--- config.mk ---
export PLATFORM = sky130hd
export DESIGN_NAME = mon_date_counter
export DESIGN_NICKNAME = d
export VERILOG_FILES = /design/src/rtl/mon_date_counter.sv
export SDC_FILE = /design/constraint.sdc
export NUM_CORES = 1
export LEC_CHECK = 0
export BUFFER_PORTS_ARGS = -buffer_cell sky130_fd_sc_hd__buf_2
export CORE_MARGIN = 4
export CORE_UTILIZATION = 58
export CTS_BUF_LIST = sky130_fd_sc_hd__clkbuf_4 sky130_fd_sc_hd__clkbuf_8
export DETAILED_ROUTE_END_ITERATION = 7
export PLACE_DENSITY = 0.82
export SETUP_SLACK_MARGIN = 0.3
export SLEW_MARGIN = 20
export SYNTH_ARGS = -nofsm -noshare
export SYNTH_HDL_FRONTEND = slang
export SYNTH_SLANG_ARGS = --single-unit
--- constraint.sdc ---
create_clock -name clk -period 3.7 [get_ports clk]
set_input_delay 0.555 -clock clk [delete_from_list [all_inputs] [get_ports clk]]
set_output_delay 0.555 -clock clk [all_outputs]
set_load 0.01 [all_outputs]
--- src/rtl/mon_date_counter.sv ---
// Month/date/year BCD calendar counter with set-mode month and date advance.
// Define LEAP_YEAR_EN to give February 29 days in years divisible by four.
module mon_date_counter #(
   parameter logic [7:0] YEAR_INIT = 8'h00
) (
   input  logic       clk,
   input  logic       rst,
   input  logic       day_tick,
   input  logic       mon_inc,
   input  logic       date_inc,
   output logic [7:0] mon_bcd,
   output logic [7:0] date_bcd,
   output logic [7:0] year_bcd,
   output logic       year_carry
);

   logic [7:0] mon_q;
   logic [7:0] date_q;
   logic [7:0] year_q;
   logic       carry_q;

   logic [7:0] feb_len;
   logic [7:0] cur_len;
   logic [7:0] nxt_len;
   logic [7:0] nxt_mon;
   logic [7:0] nxt_year;

   function automatic logic [7:0] bcd_inc(input logic [7:0] v);
      logic [7:0] r;
      if (v[3:0] == 4'd9) r = {v[7:4] + 4'd1, 4'd0};
      else                r = {v[7:4], v[3:0] + 4'd1};
      return r;
   endfunction

   function automatic logic [7:0] len_of(input logic [7:0] m,
                                         input logic [7:0] feb);
      logic [7:0] r;
      unique case (m)
         8'h02:                      r = feb;
         8'h04, 8'h06, 8'h09, 8'h11: r = 8'h30;
         default:                    r = 8'h31;
      endcase
      return r;
   endfunction

`ifdef LEAP_YEAR_EN
   // BCD year is a multiple of 4: even tens with ones 0/4/8, odd tens with 2/6
   logic leap;
   always_comb begin
      if (year_q[4])
         leap = (year_q[3:0] == 4'd2) || (year_q[3:0] == 4'd6);
      else
         leap = (year_q[3:0] == 4'd0) || (year_q[3:0] == 4'd4) ||
                (year_q[3:0] == 4'd8);
      feb_len = leap ? 8'h29 : 8'h28;
   end
`else
   assign feb_len = 8'h28;
`endif

   always_comb begin
      nxt_mon  = (mon_q == 8'h12) ? 8'h01 : bcd_inc(mon_q);
      nxt_year = (year_q == 8'h99) ? 8'h00 : bcd_inc(year_q);
      cur_len  = len_of(mon_q, feb_len);
      nxt_len  = len_of(nxt_mon, feb_len);
   end

   always_ff @(posedge clk or posedge rst) begin
      if (rst) begin
         mon_q   <= 8'h01;
         date_q  <= 8'h01;
         year_q  <= YEAR_INIT;
         carry_q <= 1'b0;
      end else begin
         carry_q <= 1'b0;
         if (day_tick) begin
            if (date_q == cur_len) begin
               date_q <= 8'h01;
               mon_q  <= nxt_mon;
               if (mon_q == 8'h12) begin
                  year_q  <= nxt_year;
                  carry_q <= (year_q == 8'h99);
               end
            end else begin
               date_q <= bcd_inc(date_q);
            end
         end else if (mon_inc) begin
            mon_q <= nxt_mon;
            // BCD compares like binary, so clamp straight to the new length
            if (date_q > nxt_len) date_q <= nxt_len;
         end else if (date_inc) begin
            date_q <= (date_q == cur_len) ? 8'h01 : bcd_inc(date_q);
         end
      end
   end

   assign mon_bcd    = mon_q;
   assign date_bcd   = date_q;
   assign year_bcd   = year_q;
   assign year_carry = carry_q;

endmodule

==> results.txt <==
Mapped Area: 1827 µm²
Sum Neg Setup Slack: 0 ns
Setup Viol. Count Final: 0
Met3 Use GR: 2.285%
First-pass GRT wire length: 6.265 mm
RSZ-0062 raised after global routing: false
Tmin final: 3.147 ns
Sequential share of power: 37.7%
Via count: 1601
P_leak: 0.0009882 µW
Post-synthesis sequential area ratio: 34.38%
CP endpoint kind: flop
Clk pwr share: 9.2%
Kind of critical path: flop to flop
DR iter-0 viols: 69
Buffers on Ports: 29
Rows: 20
Worst slew pin tran: 0.9412 ns
Global routing usage on met2: 30.84%
I/O pin total: 30
Clk root buf: clkbuf_4
Met1 GRT Util: 25.47%
Peak fanout along the critical path: 10
Fillcell total: 257
Share of layout cells above drive strength 1: 23.71%
Post-synth top area share: 31.51%
Asr flop ratio synth: 100.0%
Worst Clk Skew: 0.01020 ns
Drt drc: 0
Number of flops mapped to enable cells by yosys: 0
Gr busiest metal: met2
Slew Viols, Final: 0
DR WL/cell: 13.16 µm
TritonCTS clock tree: done
Starting Density: 60.33%
Fmax: 317.8 MHz
Synthesized flop and latch total: 25
Critical path required time: 3.91 ns
Delay of the slowest critical-path stage: 0.46 ns
Total GRT Usage: 18.70%
Grt total ovfl: 0
Total chip power: 1377 µW
Final Cycle Share: 85.05%
CTS Hold Bufs: 0
Clk pin slew, worst setup/hold paths: 0.15 ns
Gate power share: 53.1%
CP max stage cell: dfrtp_1
Initial antenna violation count: 0
Yosys Warn Count: 0
Via/cell ratio: 5.801
Drt total wl: 3.633 mm
Main synth FF type: dfrtp_1
Final hold violations: 0
Post-Place Cells: 269
Switching power: 639.0 µW
Die Span Y: 64.12 µm
Worst reg2reg setup slack: 0.55 ns
Total Nets Final: 251
Slew HR: 37.19%
Die footprint: 4111 µm²
Net Sw Frac: 46.40%
Critical path data arrival time: 3.36 ns
Largest net degree at the start of global routing: 26
Mapped Cells: 200
Crit-path cells: inv_1 -> ha_1 -> or3b_1 -> and2b_2 -> o31a_1 -> inv_1 -> ha_1 -> nor4b_1 -> o21bai_1 -> a211oi_2 -> buf_4 -> buf_12 -> nor2_1 -> nand3_1 -> o21ai_1
Commonest non-fill, non-tap cells in the layout: buf_2 (29), dfrtp_1 (22), nor2_1 (18), nand2_1 (18), ha_1 (13)
CTS sink cnt: 25
Gpl congestion: 0.8222
Worst VDD drop: 0.3374 mV
Syn_nets: 218
Status: finished clean
Area leader, netlist: dfrtp_1
Max Cap Viol: 0
Die Span X: 64.12 µm
Detail Route Antenna Nets: 0
Commonest non-fill, non-tap cell in the layout: buf_2
Final Util: 68.64%
Drt first pass iters: 4
Startpoint types: flop
Final cell count without fillers: 276
Internal power: 738.2 µW
Worst hold path class: input port to async pin
Post-DP HPWL: 2.673 mm
H-tree levels: 1
Core Area: 3028 µm²
Top cells by area, synth: dfrtp_1 (32%), ha_1 (8.9%), nand2_1 (3.7%)
Avg Cell Area, Syn: 9.134 µm²
Latest clock arrival within the worst-skew pair: 0.33 ns
Vias in the first global route: 1389
CTS max path bufs: 2
Synth unique cells: 61
CTS buffer count: 3
Pwr/cell area: 662.7 nW/µm²
Area Growth Syn to Fin: 13.77%
Diode count: 0
==> state kept, by name (all words and copies together) (netlist names) <==
register and flops:
year_bcd 8, date_bcd 8, year_carry 1, mon_bcd 8
==> final timing paths <==
check,from,endpoint,depth (start not counted)
hold reg to reg,year_bcd[1]$_DFFE_PP0P_,year_bcd[1]$_DFFE_PP0P_,1
min in group clk,year_bcd[1]$_DFFE_PP0P_,year_bcd[1]$_DFFE_PP0P_,1
setup reg to reg,mon_bcd[5]$_DFFE_PP0P_,date_bcd[2]$_DFFE_PP0P_,15
max in group asynchronous,rst,mon_bcd[4]$_DFFE_PP0P_,2
setup / recovery,mon_bcd[5]$_DFFE_PP0P_,date_bcd[2]$_DFFE_PP0P_,15
hold / removal,rst,year_bcd[3]$_DFFE_PP0P_,2
==> per-layer routing <==
metal / part of all wire (%) / up-vias
met3: 4.3 / 4
li1: - / 801
met5: 0 / -
met1: 48 / 762
met2: 46 / 34
met4: 1.1 / 0
==> through the flow <==
step	area, µm²	worst slack (ns)	hold WS, ns
after floorplan	1827	0.4619	0.5730
after global placement	2006	0.5647	0.5372
after detailed placement	2006	0.3894	0.5477
after CTS	2036	0.3759	0.4499
after global routing	2078	0.3074	0.5077
final	2078	0.5531	0.4125
==> worst max-delay path: cells and delay by family (launching register included) <==
family	cells	cell delay [ns]
adders and majority gates	2	0.33
buffers and inverters	4	0.53
AOI/OAI and AO/OA	4	0.63
DFF	1	0.46
and+or+nand+nor	5	1.09
==> cell type report <==
class	instances	area, µm²	area share [%]
Clock buffer	3	22.52	1.084
Clock inverter	1	7.507	0.3612
Inverter	12	45.04	2.167
Multi-Input combinational cell	158	1131	54.42
Sequential cell	25	629.4	30.28
Tap cell	44	55.05	2.649
Timing Repair Buffer	33	187.7	9.031
==> Yosys cell counts (all sizes together) (3+ instances only) <==
cell type	n
buf	3
mux2	4
a21oi	5
dfrtp	23
o21ai	15
and3	6
mux2i	4
nand2b	3
inv	12
ha	13
nor4b	3
nand2	18
a21o	3
nor2	19
nand3	7
nand4	3
xnor2	3
nor3	7
a31oi	3
xor2	3
==> power groups by stage <==
stage / clock network, µW / registers, µW / logic, µW
after floorplan: 0 / 487 / 550
after global placement: 0 / 521 / 680
after detailed placement: 0 / 522 / 690
after CTS: 132 / 515 / 699
after global routing: 142 / 538 / 826
final: 127 / 519 / 732
==> kinds of logic after synthesis <==
logic type	Yosys count	share of synthesized area [%]
multiplexers	8	4.657
XOR/XNOR	6	2.877
flip-flops	25	34.38
adder cells (fa/ha/maj)	13	8.904
AND/OR/NAND/NOR	83	26.30
AO/OA/AOI/OAI	48	18.84
buffers and inverters	17	4.041
==> repair_timing <==
| action | 4_1_cts | 5_1_grt |
|---|---|---|
| resized for setup | 0 | 4 |
| buffers inserted | 0 | 3 |
| endpoints found under the setup margin | 0 | 8 |
(Power assumes the default switching activity.)
